<file path="config.mk">
export PLATFORM = sky130hd
export DESIGN_NAME = fetch_unit
export DESIGN_NICKNAME = d
export VERILOG_FILES = /design/src/rtl/fetch_unit.sv
export SDC_FILE = /design/constraint.sdc
export NUM_CORES = 1
export LEC_CHECK = 0
export ABC_CLOCK_PERIOD_IN_PS = 3550
export BUFFER_PORTS_ARGS = -buffer_cell sky130_fd_sc_hd__buf_2
export CORE_AREA = 2 2 93 95
export CTS_CLUSTER_DIAMETER = 200
export DETAILED_ROUTE_END_ITERATION = 6
export DIE_AREA = 0 0 95 97
export PLACE_DENSITY = 0.72
export SLEW_MARGIN = 20
export SYNTH_ARGS = -nofsm -noshare
export SYNTH_HDL_FRONTEND = slang
export SYNTH_SLANG_ARGS = --single-unit
</file>
<file path="constraint.sdc">
create_clock -name clk -period 3.55 [get_ports clk]
set_clock_uncertainty 0.05 [all_clocks]
set_input_delay 0.71 -clock clk [delete_from_list [all_inputs] [get_ports clk]]
set_output_delay 0.71 -clock clk [all_outputs]
set_load 0.01 [all_outputs]
</file>
<file path="src/rtl/fetch_unit.sv">
// Instruction fetch stage: PC sequencing, one-cycle ROM latency, branch squash and a small return stack.
// Optional FETCH_STACK4_EN widens the return stack from 2 to 4 entries.
module fetch_unit (
  input  logic        clk,
  input  logic        rst,
  input  logic        stall,
  input  logic        jmp,
  input  logic        call,
  input  logic        ret,
  input  logic        skip,
  input  logic [10:0] jmp_addr,
  output logic [10:0] rom_addr,
  input  logic [11:0] rom_data,
  output logic [11:0] ir,
  output logic        ir_valid,
  output logic [10:0] ir_pc,
  output logic        stk_ovf,
  output logic        stk_unf
);

`ifdef FETCH_STACK4_EN
  localparam int DEPTH = 4;
`else
  localparam int DEPTH = 2;
`endif
  localparam int DW = $clog2(DEPTH + 1);

  logic [10:0]   pc_f;
  logic [10:0]   stk [DEPTH];
  logic [DW-1:0] depth;
  logic          primed;
  logic [10:0]   stk_top;
  logic          squash;
  logic          push;
  logic          pop;

  // An empty stack still presents its bottom entry, which is what an underflowing ret returns.
  always_comb begin
    stk_top = stk[0];
    for (int i = 0; i < DEPTH; i++) begin
      if (depth == DW'(i + 1)) stk_top = stk[i];
    end
  end

  assign squash = !stall && (jmp || call || ret || skip);
  assign pop    = !stall && ret;
  assign push   = !stall && !ret && call;

  always_comb begin
    if (rst)                rom_addr = 11'h7FF;
    else if (stall)         rom_addr = pc_f;
    else if (ret)           rom_addr = stk_top;
    else if (call || jmp)   rom_addr = jmp_addr;
    else                    rom_addr = pc_f + 11'd1;
  end

  // primed masks the word latched on the first cycle after reset, whose ROM address predates pc_f.
  always_ff @(posedge clk or posedge rst) begin
    if (rst) begin
      pc_f     <= 11'h7FE;
      ir       <= 12'h000;
      ir_valid <= 1'b0;
      ir_pc    <= 11'h000;
      primed   <= 1'b0;
    end else if (!stall) begin
      pc_f   <= rom_addr;
      ir_pc  <= pc_f;
      primed <= 1'b1;
      if (squash) begin
        ir       <= 12'h000;
        ir_valid <= 1'b0;
      end else begin
        ir       <= rom_data;
        ir_valid <= primed;
      end
    end
  end

  // A push into a full stack shifts the oldest entry out of the bottom.
  always_ff @(posedge clk or posedge rst) begin
    if (rst) begin
      for (int i = 0; i < DEPTH; i++) stk[i] <= 11'h000;
      depth   <= '0;
      stk_ovf <= 1'b0;
      stk_unf <= 1'b0;
    end else if (push) begin
      if (depth == DW'(DEPTH)) begin
        for (int i = 0; i < DEPTH - 1; i++) stk[i] <= stk[i+1];
        stk[DEPTH-1] <= pc_f;
        stk_ovf      <= 1'b1;
      end else begin
        for (int i = 0; i < DEPTH; i++) begin
          if (depth == DW'(i)) stk[i] <= pc_f;
        end
        depth <= depth + DW'(1);
      end
    end else if (pop) begin
      if (depth == '0) stk_unf <= 1'b1;
      else             depth   <= depth - DW'(1);
    end
  end

endmodule
</file>
==> results.json, run 1 <==
{
  "status": "completed",
  "drc": 0,
  "post-route-period-util_pct": 95.36,
  "drt_first_iter_violations": 197,
  "dp_hpwl_mm": 5.646,
  "yosysWarnings": 0,
  "slew-limit-headroom_pct": 44.97,
  "tightest_slew_ns": 0.8224,
  "clk_pin_slew_ns": 0.08,
  "use_met3_pct": 3.816,
  "insertion_delay_ns": 0.35,
  "min_path_type": "in -> async",
  "rsz0062_at_grt": "false",
  "clockRootBuffer": "clkbuf_8",
  "cp.arrival_ns": 2.63,
  "avgViaCountPerCell": 5.580,
  "crit_path_end_kind": "primary output",
  "fin_setup_tns_ns": 0,
  "finalWirelength_mm": 7.955,
  "leakage_nw": 1.572,
  "syn_avg_cell_area_um2": 10.79,
  "setup_viol": 0,
  "area_growth_pct": 19.12,
  "async_reset_ff_share_pct": 100.0,
  "drive_gt1_share_pct": 37.82,
  "post-place-ws_ns": 0.5084,
  "grt_pass1_wl_mm": 12.82,
  "io_buffers": 66,
  "max_cap_viol_count": 0,
  "yosys_register_bits": 62,
  "p_comb_share_pct": 30.5,
  "placed_cell_area_um2": 3576,
  "hold_viol": 0,
  "synth_edf_count": 0,
  "cts-buffers-inserted": 9,
  "antenna_found_initial": 0,
  "syn_nets": 327,
  "swShare_pct": 34.14,
  "grt_pass1_vias": 2566,
  "grt_usage_pct": 18.36,
  "core_um2": 8134,
  "ir_drop_mv": 0.2069,
  "vias": 2578,
  "ys.flop_type": "dfrtp_1",
  "initial_utilization_pct": 39.01,
  "synthCells": 294,
  "worstSetupStartpointType": "register",
  "pwr-share-seq_pct": 43.3,
  "grt_max_degree": 32,
  "multi_input_comb_area_um2": 1475,
  "dieArea_um2": 9215,
  "die_h_um": 97,
  "crit_fanout": 12,
  "post_drt_wl_per_cell_um": 17.22,
  "die_width_um": 95,
  "nNetsFinal": 385,
  "clkSinkCount": 62,
  "internal-power_mw": 1.606,
  "clk_path_buf_depth": 2,
  "clockPowerShare_pct": 26.2,
  "hold_buffers": 0,
  "rows": 33,
  "crit_chain": "inv_1, ha_1, buf_4, mux2i_1, nor3_1, a211oi_1, o211ai_1, buf_2",
  "busiest_layer": "met2",
  "setup_slack_ns": 0.1649,
  "slew_violations": 0,
  "ys_types": 49,
  "diodes": 0,
  "tritoncts": "built",
  "ant_nets": 0,
  "top_level_ports": 67,
  "critPathKind": "reg -> out",
  "fmaxAchievable_mhz": 295.4,
  "final_common_cell": "buf_2",
  "netlist_area_um2": 3173,
  "required_ns": 2.79,
  "p_per_area_nw_per_um2": 645.1,
  "design_area_um2": 3780,
  "cpPeakStageDelay_ns": 0.56,
  "regArea_um2": 1564,
  "cpMaxStageDelayCell": "ha_1",
  "first_pass_iters": 4,
  "h-tree-depth": 3,
  "nFillCells": 765,
  "post_cts_buffers": 0,
  "grt_util_met1_pct": 23.86,
  "gp_congestion": 0.8717,
  "layout_min_cycle_time_ns": 3.385,
  "p_sw_mw": 0.8326,
  "cts_resized": 0,
  "grt_use_met2_pct": 28.64,
  "seq_area_frac_synth_pct": 49.29,
  "layout_common_cells": "66 x buf_2, 52 x dfrtp_1, 27 x mux2_2",
  "grt_overflow": 0
}
==> routing by layer <==
| metal | part of all wire (%) | wire (um) | vias to the layer above |
|---|---|---|---|
| li1 | - | - | 1199 |
| met1 | 44 | 3465 | 1284 |
| met2 | 49 | 3906 | 83 |
| met3 | 5.3 | 421 | 12 |
| met4 | 2.0 | 163 | 0 |
| met5 | 0 | 0 | - |
==> power groups by stage <==
stage,Combinational (mW),Sequential (mW),Clock [mW]
floorplan,0.577,1.02,0
global placement,0.724,1.05,0
detailed placement,0.742,1.07,0
CTS,0.750,1.05,0.661
global route,0.823,1.08,0.686
finish,0.744,1.06,0.640
==> final timing paths <==
path / start / endpoint / slack (ns) / cells past startpoint
min in group clk: primed$_DFFE_PP0N_ / primed$_DFFE_PP0N_ / 0.43 / 1
max reg2reg: depth[0]$_DFFE_PP0P_ / stk[14]$_DFFE_PP0P_ / 1.40 / 5
min: rst / ir[10]$_DFFE_PP0N_ / 0.42 / 2
min reg2reg: primed$_DFFE_PP0N_ / primed$_DFFE_PP0N_ / 0.43 / 1
max: depth[0]$_DFFE_PP0P_ / rom_addr[7] / 0.16 / 8
max in group asynchronous: rst / pc_f[7]$_DFFE_PP1N_ / 2.33 / 3
==> through the flow <==
| step | std cells | power, mW | hold WS (ns) | utilization, % |
|---|---|---|---|---|
| 6_report | 462 | 2.438 | 0.4218 | 46.47 |
| 5_1_grt | 462 | 2.592 | 0.4379 | 46.47 |
| 4_1_cts | 462 | 2.464 | 0.4032 | 46.47 |
| 3_5_place_dp | 446 | 1.810 | 0.4090 | 43.96 |
| 3_3_place_gp | 446 | 1.779 | 0.4020 | 43.96 |
| 2_1_floorplan | 294 | 1.593 | 0.3856 | - |
==> synth_stat cells (all sizes together) (5+ instances only) <==
master	number	area share [%]
clkbuf	14	1.7
xor2	5	1.4
o211ai	7	1.7
nor2	22	2.6
dfstp	10	8.3
a21oi	21	3.3
buf	12	1.9
mux2i	18	5.7
dfrtp	52	41
inv	5	0.59
nor3	6	0.95
o21ai	13	2.1
a22o	13	3.6
mux2	27	9.6
nand2b	7	1.4
nand2	11	1.3
==> final cells by class <==
cell class                      instances  share of cell area [%]
Clock buffer                            9                   3.277
Clock inverter                          7                   2.119
Inverter                                5                  0.5958
Multi-Input combinational cell        201                   39.03
Sequential cell                        62                   41.38
Tap cell                              105                   3.476
Timing Repair Buffer                   73                   10.13
==> worst max-delay path, delay by kind of cell (launching register included) <==
kind                     cells  cell delay (ns)
buffers and inverters        3             0.57
adder cells (fa/ha/maj)      1             0.56
AO/OA/AOI/OAI                2             0.41
flip-flops                   1             0.40
multiplexers                 1             0.26
AND/OR/NAND/NOR              1             0.08
==> cell families (layout without fill, tap and decap cells) <==
kind of cell	count (synthesis)	after routing	synth area share, %
compound gates	81	81	17.94
xor+xnor	6	6	1.656
fa+ha+maj	3	3	1.183
buf+inv	31	94	4.219
flops	62	62	49.29
mux	45	45	15.26
simple gates	66	66	10.45
==> flip-flops by register name, indices dropped and copies added, names as in the netlist <==
register,cells
depth,2
ir,12
ir_pc,11
ir_valid,1
pc_f,11
primed,1
stk,22
stk_ovf,1
stk_unf,1
Power figures use the tool's default switching activity.
==> run 2, diff against run 1 <==
--- a/config.mk
+++ b/config.mk
@@ -5,6 +5,7 @@
 export SDC_FILE = /design/constraint.sdc
 export NUM_CORES = 1
 export LEC_CHECK = 0
+export ABC_AREA = 1
 export ABC_CLOCK_PERIOD_IN_PS = 3550
 export BUFFER_PORTS_ARGS = -buffer_cell sky130_fd_sc_hd__buf_2
 export CORE_AREA = 2 2 93 95
==> results.json, run 2 <==
{
  "setup_slack_ns": 0.9193,
  "setup_viol": 0,
  "grt_usage_pct": 18.81,
  "yosysWarnings": 0,
  "rsz0062_at_grt": "false",
  "drt_first_iter_violations": 165,
  "crit_fanout": 34,
  "slew-limit-headroom_pct": 52.64,
  "placed_cell_area_um2": 3581,
  "grt_pass1_vias": 2927,
  "largest-register": "stk",
  "drc": 0,
  "fin_setup_tns_ns": 0,
  "post-route-util_pct": 46.67,
  "pwr-share-seq_pct": 41.5,
  "insertion_delay_ns": 0.34,
  "fmaxAchievable_mhz": 380.1,
  "post_drt_wl_per_cell_um": 13.47,
  "hold_buffers": 0,
  "multi_input_comb_area_um2": 1368,
  "netlist_area_um2": 3187,
  "netlist_top_cells_area": "dfrtp_1 41%, nand2_1 17%, o21ai_0 9.6%, dfstp_2 8.2%, inv_1 3.9%",
  "synth_common_cells": "148 x nand2_1, 61 x o21ai_0, 52 x dfrtp_1",
  "p_sw_mw": 0.8138,
  "swShare_pct": 34.28,
  "h-tree-depth": 3,
  "antenna_found_initial": 0,
  "syn_avg_cell_area_um2": 7.754,
  "grt_pass1_wl_mm": 13.67,
  "internal-power_mw": 1.560,
  "required_ns": 2.79,
  "seq_area_frac_synth_pct": 49.08,
  "p_per_area_nw_per_um2": 625.4,
  "crit_chain": "inv_1, ha_1, buf_4, nand2_1, o21ai_0, a21oi_1, nand2_1, buf_2",
  "gp_congestion": 0.8277,
  "p_comb_share_pct": 29.9,
  "cpPeakStageDelay_ns": 0.36,
  "design_area_um2": 3796,
  "reg2reg_slack_ns": 1.82,
  "core_um2": 8134,
  "max_cap_viol_count": 0,
  "nFillCells": 796,
  "hold_viol": 0,
  "die_width_um": 95,
  "ant_nets": 0,
  "rr_startpoint": "depth[0]$_DFFE_PP0P_",
  "post-place-ws_ns": 0.9772,
  "path_buf_inv": 3,
  "r2r_cells": 7,
  "leakage_nw": 1.918,
  "synthCells": 411,
  "hold_slack_ns": 0.3928,
  "worstSetupStartpointType": "register",
  "regArea_um2": 1564,
  "yosys.cell_count.top_type": "nand2_1",
  "area_growth_pct": 19.12,
  "finalPower_mw": 2.374,
  "cts_resized": 0,
  "avgViaCountPerCell": 4.986,
  "cp.arrival_ns": 1.87,
  "ir_drop_mv": 0.2625,
  "min_path_type": "in -> async",
  "dieArea_um2": 9215,
  "ys_types": 28,
  "rr_endpoint": "stk[12]$_DFFE_PP0P_",
  "clk_pin_slew_ns": 0.07,
  "dp.cells": 570,
  "path_common_cell": "nand2_1",
  "final_common_cell": "nand2_1",
  "crit_cells": 8,
  "tightest_slew_ns": 0.7077,
  "post_cts_buffers": 0,
  "grt_max_degree": 36,
  "layout_common_cells": "148 x nand2_1, 66 x buf_2, 61 x o21ai_0",
  "clkSinkCount": 62,
  "clockRootBuffer": "clkbuf_8",
  "critPathTopFamily": "buffers and inverters",
  "finalWirelength_mm": 7.896,
  "cpMaxStageDelayCell": "dfrtp_1",
  "stdcell_count": 586,
  "die_h_um": 97,
  "nNetsFinal": 509,
  "tritoncts": "built",
  "reg_top3": "stk: 22 flops, ir: 12 flops",
  "startpoint": "depth[0]$_DFFE_PP0P_",
  "syn_nets": 444,
  "initial_utilization_pct": 39.18,
  "critPathKind": "reg -> out",
  "grt_overflow": 0,
  "cts-buffers-inserted": 9,
  "ys.flop_type": "dfrtp_1",
  "status": "completed",
  "clockPowerShare_pct": 28.7,
  "rows": 33,
  "post-route-period-util_pct": 74.10,
  "top_level_ports": 67,
  "slew_violations": 0,
  "io_buffers": 66,
  "clk_path_buf_depth": 2,
  "dp_hpwl_mm": 5.705,
  "crit_path_end_kind": "primary output",
  "crit_path_end": "rom_addr[9]",
  "post-synth-top-area-fraction_pct": 40.83,
  "drive_gt1_share_pct": 24.74,
  "synth_edf_count": 0,
  "vias": 2922,
  "async_reset_ff_share_pct": 100.0,
  "diodes": 0,
  "yosys_register_bits": 62,
  "layout_min_cycle_time_ns": 2.631,
  "first_pass_iters": 4,
  "largest_reg_flops": 22,
  "yosysTopAreaCell": "dfrtp_1"
}
-- run 2: final cells by class --
type	count	share of cell area (%)
Timing Repair Buffer	73	10.09
Multi-Input combinational cell	294	36.03
Sequential cell	62	41.20
Clock inverter	4	1.846
Tap cell	105	3.461
Inverter	36	3.560
Clock buffer	12	3.823
-- run 2: metal layers --
layer | GRT usage, % | routed length [um]
met5 | 0 | 0
met1 | 24.65 | 3458
met3 | 5.607 | 534
met4 | 8.138 | 85
met2 | 28.70 | 3817
-- run 2: worst min path at each step --
stage / end / slack, ns / depth (start not counted)
after floorplan: primed$_DFFE_PP0N_ / 0.39 / 1
after global placement: stk_ovf$_DFFE_PP0P_ / 0.39 / 2
after detailed placement: stk_ovf$_DFFE_PP0P_ / 0.40 / 2
after CTS: ir_pc[3]$_DFFE_PP0N_ / 0.39 / 2
after global routing: ir_pc[3]$_DFFE_PP0N_ / 0.42 / 2
final: ir_pc[3]$_DFFE_PP0N_ / 0.39 / 2
-- run 2: cell families after synthesis --
kind of cell             Yosys count  share of synthesized area, %
flip-flops                        62                         49.08
XOR/XNOR                           1                        0.2749
AND/OR/NAND/NOR                  195                         24.89
AO/OA/AOI/OAI                     95                         16.57
adder cells (fa/ha/maj)            3                         1.178
buffers and inverters             55                         8.009
-- run 2: power by group through the flow --
| stage | registers, mW | clock network, mW | logic, mW |
|---|---|---|---|
| final | 0.984 | 0.681 | 0.709 |
| after global routing | 1.01 | 0.719 | 0.819 |
| after CTS | 0.985 | 0.687 | 0.714 |
| after detailed placement | 0.995 | 0 | 0.710 |
| after global placement | 0.990 | 0 | 0.681 |
| after floorplan | 0.987 | 0 | 0.519 |
